**src/rtl/bcd_7seg_scanner.sv**
```systemverilog
// Three-digit multiplexed seven-segment driver with a frame-synchronous shadow register.
// Optional leading-zero blanking is enabled by defining LEADING_ZERO_BLANK_EN.
module bcd_7seg_scanner #(
  parameter int unsigned REFRESH_DIV  = 50000,
  parameter bit          COMMON_ANODE = 1'b1
) (
  input  logic       clk,
  input  logic       rst,
  input  logic       load,
  input  logic [3:0] hundreds,
  input  logic [3:0] tens,
  input  logic [3:0] ones,
  output logic [6:0] seg,
  output logic [2:0] an,
  output logic       pending,
  output logic       frame_done
);

  localparam int unsigned PcntW = (REFRESH_DIV > 1) ? $clog2(REFRESH_DIV) : 1;
  localparam logic [PcntW-1:0] PcntMax = PcntW'(REFRESH_DIV - 1);
  localparam logic [6:0] SegOff = COMMON_ANODE ? 7'h7f : 7'h00;
  localparam logic [2:0] AnOff  = COMMON_ANODE ? 3'b111 : 3'b000;

  typedef enum logic [1:0] {SlotH, SlotT, SlotO} slot_e;

  logic [PcntW-1:0] pcnt_q, pcnt_d;
  slot_e            slot_q, slot_d;
  logic [11:0]      disp_q, disp_d;
  logic [11:0]      shadow_q, shadow_d;
  logic             pending_q, pending_d;
  logic             frame_done_q, frame_done_d;
  logic [6:0]       seg_q, seg_d;
  logic [2:0]       an_q, an_d;

  logic        tick;
  logic        boundary;
  logic [11:0] load_val;
  logic [3:0]  digit;
  logic        blank;
  logic [6:0]  seg_act;
  logic [2:0]  an_act;

  function automatic logic [6:0] decode(input logic [3:0] d);
    logic [6:0] s;
    case (d)
      4'd0:    s = 7'h3f;
      4'd1:    s = 7'h06;
      4'd2:    s = 7'h5b;
      4'd3:    s = 7'h4f;
      4'd4:    s = 7'h66;
      4'd5:    s = 7'h6d;
      4'd6:    s = 7'h7d;
      4'd7:    s = 7'h07;
      4'd8:    s = 7'h7f;
      4'd9:    s = 7'h6f;
      default: s = 7'h40;
    endcase
    return s;
  endfunction

  // Scan sequencing and shadow/display register handover.
  always_comb begin
    load_val     = {hundreds, tens, ones};
    tick         = (pcnt_q == PcntMax);
    boundary     = tick && (slot_q == SlotO);
    pcnt_d       = tick ? '0 : pcnt_q + PcntW'(1);
    slot_d       = slot_q;
    shadow_d     = load ? load_val : shadow_q;
    disp_d       = disp_q;
    pending_d    = pending_q;
    frame_done_d = boundary;

    if (tick) begin
      unique case (slot_q)
        SlotH:   slot_d = SlotT;
        SlotT:   slot_d = SlotO;
        default: slot_d = SlotH;
      endcase
    end

    // A load coinciding with the boundary bypasses the shadow entirely.
    if (boundary) begin
      if (load) begin
        disp_d = load_val;
      end else if (pending_q) begin
        disp_d = shadow_q;
      end
      pending_d = 1'b0;
    end else if (load) begin
      pending_d = 1'b1;
    end
  end

  // Output decode from the current slot and display register.
  always_comb begin
    digit  = disp_q[3:0];
    an_act = 3'b000;
    blank  = 1'b0;
    unique case (slot_q)
      SlotH: begin
        digit  = disp_q[11:8];
        an_act = 3'b100;
      end
      SlotT: begin
        digit  = disp_q[7:4];
        an_act = 3'b010;
      end
      SlotO: begin
        digit  = disp_q[3:0];
        an_act = 3'b001;
      end
      default: blank = 1'b1;
    endcase

`ifdef LEADING_ZERO_BLANK_EN
    if ((slot_q == SlotH) && (disp_q[11:8] == 4'd0)) blank = 1'b1;
    if ((slot_q == SlotT) && (disp_q[11:4] == 8'd0)) blank = 1'b1;
`endif

    seg_act = blank ? 7'h00 : decode(digit);
    if (blank) an_act = 3'b000;
    seg_d = COMMON_ANODE ? ~seg_act : seg_act;
    an_d  = COMMON_ANODE ? ~an_act : an_act;
  end

  always_ff @(posedge clk) begin
    if (rst) begin
      pcnt_q       <= '0;
      slot_q       <= SlotH;
      disp_q       <= '0;
      shadow_q     <= '0;
      pending_q    <= 1'b0;
      frame_done_q <= 1'b0;
      seg_q        <= SegOff;
      an_q         <= AnOff;
    end else begin
      pcnt_q       <= pcnt_d;
      slot_q       <= slot_d;
      disp_q       <= disp_d;
      shadow_q     <= shadow_d;
      pending_q    <= pending_d;
      frame_done_q <= frame_done_d;
      seg_q        <= seg_d;
      an_q         <= an_d;
    end
  end

  assign seg        = seg_q;
  assign an         = an_q;
  assign pending    = pending_q;
  assign frame_done = frame_done_q;

endmodule
```
**config.mk**
```make
export PLATFORM = sky130hd
export DESIGN_NAME = bcd_7seg_scanner
export DESIGN_NICKNAME = d
export VERILOG_FILES = /design/src/rtl/bcd_7seg_scanner.sv
export SDC_FILE = /design/constraint.sdc
export NUM_CORES = 1
export LEC_CHECK = 0
export CORE_MARGIN = 10
export CORE_UTILIZATION = 55
export CTS_CLUSTER_DIAMETER = 120
export DETAILED_ROUTE_END_ITERATION = 6
export GPL_ROUTABILITY_DRIVEN = 1
export PLACE_DENSITY = 0.78
export SLEW_MARGIN = 10
export SYNTH_ARGS = -nofsm -noshare
export SYNTH_HDL_FRONTEND = slang
export SYNTH_SLANG_ARGS = --single-unit
```
**constraint.sdc**
```tcl
create_clock -name clk -period 2.7 [get_ports clk]
set_clock_uncertainty 0.2 [all_clocks]
set_input_delay 0.54 -clock clk [delete_from_list [all_inputs] [get_ports clk]]
set_output_delay 0.54 -clock clk [all_outputs]
set_load 0.005 [all_outputs]
```
Yosys cells after proc, flatten, opt, wreduce, memory -nomap -nowiden. Memory sizes are Yosys's and may differ from the RTL's. Index checks and enable logic that the tools add are counted.

ROM bits: 112. Output and inout bits: 12. Memories kept: 1. Register bits after elaboration: 54. Input port bits: 15. Logic and storage cells: 29.

Multiplexer cells: 7. $add $sub $neg: 1. Equality and inequality tests: 3. Bitwise operators: 2. Reduce and logical (&&, ||, !) cells: 7.

Memories: (name not given) (depth 16, bits a word 7, rd ports 1, clocked after Yosys merged registers in 0, write ports 0, RTL line 45) `case (d)`.

Operators with widths (number): 2-to-1 mux 12 bit (2); adder 16 x 1 -> 16 bit (second input constant) (1); == test 16 bit (second input constant) (1); one-hot mux 3 bit (3 select lines) (1); one-hot mux 4 bit (2 select lines) (1); 2-to-1 mux 7 bit (1); inverter 7 bit (1); one-hot mux 2 bit (2 select lines) (1); OR reduction 2 bit (2); 2-to-1 mux 3 bit (1); inverter 3 bit (1); OR reduction 3 bit (1); == test 2 x 1 -> 1 bit (second input constant) (1); == test 2 bit (second input constant) (1); zero test 2 bit (1); AND reduction 2 bit (1); nonzero test 2 bit (1); logical AND 1 bit (1).

Longest topological paths before layout. Gate-level depths: netlist (run 1). An unclocked memory read counts as a cell.

Depth in word-level cells: 5. Mapped depth: 10.

Worst setup path after synthesis (run 1). No wires, ideal clock.

Kind: reg-to-reg. From: register slot_q[0]. To: register seg_q[5] (netlist: seg[5]). Cell stages (with the launch flop): 10. Arrival: 2.018 ns. Buffers on the path: 2. Path slack: 0.406 ns. Setup time: 0.075 ns. Cell sequence: dfxtp_1 clkbuf_1 clkbuf_1 mux2i_1 o21a_1 ha_1 or2_2 a21boi_0 o31ai_1 a31oi_1.

Longest elaborated chain between the ends: 5. Elaborated cells on any way between the ends: 8. Classes of those cells: eq/ne: 2; mux: 2; bitwise: 1; reduce/logical: 2; memory: 1.

Ends and longest elaborated chain: start: declaration (RTL line 27) `slot_e slot_q, slot_d;`; start signal: assignment (RTL line 129) `slot_q <= SlotH;`; start signal: assignment (RTL line 138) `slot_q <= slot_d;`; == test 2 x 1 -> 1 bit / zero test 2 bit (equally long branches) (RTL line 99) `unique case (slot_q)`; one-hot mux 4 bit (2 select lines) (RTL line 99); memory read (16 x 7 bit); 2-to-1 mux 7 bit * (RTL line 120) `seg_act = blank ? 7'h00 : decode(digit);`; inverter 7 bit * (RTL line 122) `seg_d = COMMON_ANODE ? ~seg_act : seg_act;`; end signal: assignment (RTL line 134) `seg_q <= SegOff;`; end signal: assignment (RTL line 143) `seg_q <= seg_d;`; end: declaration (RTL line 32) `logic [6:0] seg_q, seg_d;`.

Every way passes the cells marked *; elsewhere a longest branch is shown, timed or not. A chain may end at the register's enable or synchronous reset.

Final worst setup path (run 1).
From: register pcnt_q[5]. To: register pcnt_q[14].

Longest elaborated chain between the ends: 2. Elaborated cells on any way between the ends: 3. Classes of those cells: add/sub: 1; eq/ne: 1; reduce/logical: 1.

Ends and longest elaborated chain: start: declaration (RTL line 26) `logic [PcntW-1:0] pcnt_q, pcnt_d;`; start signal: assignment (RTL line 137) `pcnt_q <= pcnt_d;`; parallel branches: the longest is 2 deep, another holds adder 16 x 1 -> 16 bit.

Parallel ways; which one is timed is not known.

==> results of run 1 <==
-- synth_stat cells (all sizes together), types with 2 or more instances --
cell type,instances,share of area (%)
nand2,11,1.7
a21oi,10,2.3
buf,3,0.53
nand4,4,1.1
nor3,5,1.1
mux2,14,6.6
nor4,3,0.79
clkbuf,9,1.5
or2,2,0.53
mux2i,15,6.3
nor2,28,4.4
xnor2,3,1.1
or4,2,0.63
or3,6,1.6
nand4b,2,0.74
a211oi,2,0.63
inv,7,1.1
o21ai,10,2.1
ha,6,3.2
and4,2,0.79
o21a,3,0.95
xor2,7,2.6
and3,6,1.6
nand3,6,1.3
dfxtp,54,45
a21o,2,0.63
nor2b,16,4.2
-- flip-flops by register name, summed over array words and instances, names as in the netlist --
| signal | flops |
|---|---|
| an | 3 |
| shadow_q | 12 |
| disp_q | 12 |
| slot_q | 2 |
| frame_done | 1 |
| seg | 7 |
| pending | 1 |
| pcnt_q | 16 |
-- where the power goes --
group	switching, mW	leakage (nW)	internal, mW	total [mW]
combinational	0.0367	0.646	0.0496	0.0864
clock	0.248	0.0524	0.278	0.526
sequential	0.00800	0.441	0.817	0.825
-- per-layer routing --
layer  up-vias  GRT usage (%)  wire length, um
met5         -              0                0
met4         0           5.99               57
met3         7           4.16              229
met2        44           23.5             2420
met1       850           14.4             2070
li1        923              -                -
-- placed cells by master (no fill, tap or decap), types with 2 or more instances in the layout --
master,n
inv_1,7
ha_1,6
nand4b_1,2
nand2_1,11
xor2_1,7
nor2_1,28
nor3_1,5
nor4_1,3
buf_4,8
clkbuf_8,5
mux2i_1,15
nor2b_1,16
nand3_1,6
clkbuf_1,2
o21ai_0,9
or2_2,2
xnor2_1,3
or4_1,2
dfxtp_1,54
a21o_1,2
clkdlybuf4s50_1,26
mux2_2,14
a21oi_1,9
o21a_1,3
or3_1,6
and3_1,5
nand4_1,4
a211oi_1,2
-- layout make-up --
cell class / count / share of cell area (%)
clock buffer: 7 / 2.70
clock inverter: 1 / 1.06
inverter: 7 / 0.930
multi-input combinational: 177 / 43.5
sequential: 54 / 38.3
tap: 50 / 2.22
timing repair buffer: 34 / 11.3
-- path summary, 6_finish.rpt --
path / start / to / slack, ns / cells past startpoint
worst max-delay path: pcnt_q[5] / pcnt_q[14] / 0.21 / 4
worst min-delay path: pcnt_q[0] / pcnt_q[0] / 0.26 / 1
worst max register to register: pcnt_q[5] / pcnt_q[14] / 0.21 / 4
worst min register to register: pcnt_q[0] / pcnt_q[0] / 0.26 / 1
-- kinds of logic after synthesis --
group,after synthesis
compound gates,34
xor+xnor,10
fa+ha+maj,6
buf+inv,19
flops,54
mux,29
simple gates,98
-- per-stage QoR --
step	instances	total power, mW	util [%]	setup slack [ns]	hold slack [ns]
after global routing	330	1.50	69.1	0.0407	0.295
after floorplan	250	0.883	-	0.406	0.213
final	330	1.44	69.1	0.207	0.265
after global placement	322	0.929	66.5	0.273	0.235
after CTS	330	1.45	69.1	0.202	0.262
after detailed placement	322	0.931	66.5	0.236	0.246
==> impl_metrics.yaml, run 1 <==
cts:
  cts.sinks: 54
  clk_path_buf_depth: 2
  postCtsSetupRepairBufs: 0
  ctsHoldBuffers: 0
  cts_root_buffer: "clkbuf_8"
  tritoncts: "yes"
  cts_buffers: 5
  cts_resized: 0
  htree_levels: 2
  clkLatencyLatePin_ns: 0.31
  clk_pin_slew_ns: 0.09
routing:
  totalWireLength_um: 4770
  drc: 0
  dr.pass1.iters: 4
  wl_per_cell_um: 14.5
  routed_via_density: 5.53
  ant_nets: 0
  vias: 1824
  drt_iter0_markers: 75
logic_synthesis:
  ys_warn_count: 0
  yosysUniqueCellTypes: 45
  synth_ff_type: "dfxtp_1"
  synth_adder_area_share_pct: 3.15
  syn-cell-area_um2: 2380
  synth_cells: 250
  synth_compound_area_share_pct: 9.03
  async_flop_share_pct: 0
  synth_top_family_by_area: "simple AND/OR/NAND/NOR gates"
  avgSynthCellArea_um2: 9.53
  yosys_register_bits: 54
  seq_area_frac_synth_pct: 45.4
  synth.area.mux_share_pct: 12.9
  synth_edf_count: 0
  syn_nets: 271
  synth-simple-area-share_pct: 22.7
  synth_xor_area_share_pct: 3.68
run_status:
  status: "completed"
floorplan:
  num_rows: 23
  dieWidth_um: 85.8
  num_io_pins: 27
  die_area_um2: 7360
  coreArea_um2: 4090
  die_h_um: 85.8
  start_util_pct: 58.3
pwr:
  p_leak_nw: 1.14
  powerDensity_nw_per_um2: 509
  ir_drop_v: 0.000379
placed_design:
  gp_congestion: 0.784
  port_buffers: 26
  place_area_um2: 2720
  hpwl_um: 3530
layout:
  drive_gt1_share_pct: 12.9
  areaGrowthSynthToFinish_pct: 18.5
  finalNetCount: 300
  seqCellArea_um2: 1080
  fillers: 329
  num_antenna_cells: 0
  design_area_um2: 2820
  multi_input_area_um2: 1230
timing:
  rsz0062_at_grt: "no"
  setup_violations: 0
  slew_headroom_pct: 63.2
  slew_viol_final: 0
  finalSetupTns_ns: 0
  fin_crit_sh_pct: 92.3
  hold_violations: 0
  max_freq_mhz: 401
  finalCriticalPeriod_ns: 2.49
  tightest_slew_ns: 0.546
global_route:
  grt_pass1_vias: 1796
  antenna_found_initial: 0
  grt.overflow.total: 0
  grt_max_degree: 25
  grt_first_pass_wirelength_um: 8200
  grt_usage_pct: 13.4
setup_path:
  critPathSlowestCell: "or4_1"
  worstSetupEndpointType: "flop"
  slowest_delay_ns: 0.66
  path_buf_inv: 0
  cp-start-kind: "flop"
  crit_fanout: 14
  crit_top_cell: "or4_1"
  cp_data_required_time_ns: 2.71
  worstPathArrival_ns: 2.51
  critical_path_class: "reg -> reg"
  crit_chain: "or4_1 -> or4_1 -> nand2_1 -> o21ba_2"
  crit_family: "simple AND/OR/NAND/NOR gates"
hold_path:
  worstHoldPathType: "reg -> reg"
job:
  drv_cap: 0
No activity file was read; power rests on OpenSTA's default activity.
==> inputs of run 2 (changes only) <==
--- a/config.mk
+++ b/config.mk
@@ -10,6 +10,7 @@
 export CTS_CLUSTER_DIAMETER = 120
 export DETAILED_ROUTE_END_ITERATION = 6
 export GPL_ROUTABILITY_DRIVEN = 1
+export MAX_ROUTING_LAYER = met4
 export PLACE_DENSITY = 0.78
 export SLEW_MARGIN = 10
 export SYNTH_ARGS = -nofsm -noshare
==> impl_metrics.yaml, run 2 (synthesis results as in run 1) <==
cts:
  cts.sinks: 54
  clk_pin_slew_ns: 0.09
  htree_levels: 2
  clk_path_buf_depth: 2
  cts_root_buffer: "clkbuf_8"
  cts_resized: 0
  ctsHoldBuffers: 0
  tritoncts: "yes"
  cts_buffers: 5
  clkLatencyLatePin_ns: 0.30
  postCtsSetupRepairBufs: 0
layout:
  largest_reg_flops: 16
  finalNetCount: 300
  seqCellArea_um2: 1080
  num_antenna_cells: 0
  drive_gt1_share_pct: 12.9
  areaGrowthSynthToFinish_pct: 18.5
  fillers: 329
  multi_input_area_um2: 1230
  mostFrequentLayoutCell: "dfxtp_1"
  reg_top3: "pcnt_q: 16 flops, disp_q: 12 flops, shadow_q: 12 flops"
  mostFrequentLayoutCells: "dfxtp_1, nor2_1, clkdlybuf4s50_1"
  top_register: "pcnt_q"
placed_design:
  gp_congestion: 0.795
  port_buffers: 26
  hpwl_um: 3530
  pre_cts_slack_ns: 0.236
timing:
  hold_violations: 0
  setup_violations: 0
  max_freq_mhz: 401
  finalCriticalPeriod_ns: 2.49
  fin_crit_sh_pct: 92.3
  tightest_slew_ns: 0.540
  fin_ws_ns: 0.208
  slew_viol_final: 0
  slew_headroom_pct: 63.6
  finalSetupTns_ns: 0
  rsz0062_at_grt: "no"
routing:
  totalWireLength_um: 4740
  routed_via_density: 5.50
  drc: 0
  drt_iter0_markers: 80
  ant_nets: 0
  wl_per_cell_um: 14.4
  dr.pass1.iters: 4
  vias: 1815
job:
  drv_cap: 0
pwr:
  ir_drop_v: 0.000380
  powerDensity_nw_per_um2: 509
  p_leak_nw: 1.14
floorplan:
  num_rows: 23
  start_util_pct: 58.3
  coreArea_um2: 4090
  die_area_um2: 7360
  num_io_pins: 27
  die_h_um: 85.8
  dieWidth_um: 85.8
hold_path:
  worstHoldPathType: "reg -> reg"
global_route:
  grt_max_degree: 25
  antenna_found_initial: 0
  grt_usage_pct: 13.8
  grt.overflow.total: 0
  grt_first_pass_wirelength_um: 8200
  grt_pass1_vias: 1797
setup_path:
  cp-start-kind: "flop"
  cp_data_required_time_ns: 2.71
  crit_fanout: 14
  worstSetupEndpointType: "flop"
  critical_path_class: "reg -> reg"
  worstPathArrival_ns: 2.50
run_status:
  status: "completed"
run 2: cell counts in the layout (fill, tap and decap cells not counted):
Identical to the previous run, type by type.
run 2: power by group:
part	internal [mW]	switching, mW
registers	0.817	0.00798
logic	0.0496	0.0366
clock network	0.278	0.248
total	1.14	0.292
run 2: final timing paths:
path / from / endpoint / slack [ns] / cells past startpoint
max: pcnt_q[5] / pcnt_q[14] / 0.21 / 4
min: pcnt_q[0] / pcnt_q[0] / 0.26 / 1
max reg2reg: pcnt_q[5] / pcnt_q[14] / 0.21 / 4
min reg2reg: pcnt_q[0] / pcnt_q[0] / 0.26 / 1
run 2: layout make-up:
| class | count | share of cell area (%) |
|---|---|---|
| inverter | 7 | 0.930 |
| timing repair buffer | 34 | 11.3 |
| clock inverter | 1 | 1.06 |
| tap | 50 | 2.22 |
| clock buffer | 7 | 2.70 |
| multi-input combinational | 177 | 43.5 |
| sequential | 54 | 38.3 |
run 2: through the flow:
stage	instances	util (%)	hold WS [ns]	instance area, um^2	power [mW]
2_1_floorplan	250	-	0.213	2380	0.883
3_3_place_gp	322	66.5	0.235	2720	0.929
3_5_place_dp	322	66.5	0.246	2720	0.931
4_1_cts	330	69.1	0.262	2820	1.45
5_1_grt	330	69.1	0.295	2820	1.50
6_report	330	69.1	0.265	2820	1.44
run 2: routing by layer:
| layer | vias to the layer above | wire length [um] | track usage (%) |
|---|---|---|---|
| met3 | 10 | 184 | 4.16 |
| met2 | 35 | 2380 | 23.5 |
| met5 | - | 0 | - |
| li1 | 924 | - | - |
| met1 | 846 | 2090 | 14.4 |
| met4 | 0 | 81 | 5.99 |
run 2: critical path: stages, from the launching register on:
cell and delay, ns:
dfxtp_1 0.35, or4_1 0.55, or4_1 0.66, nand2_1 0.41, o21ba_2 0.22
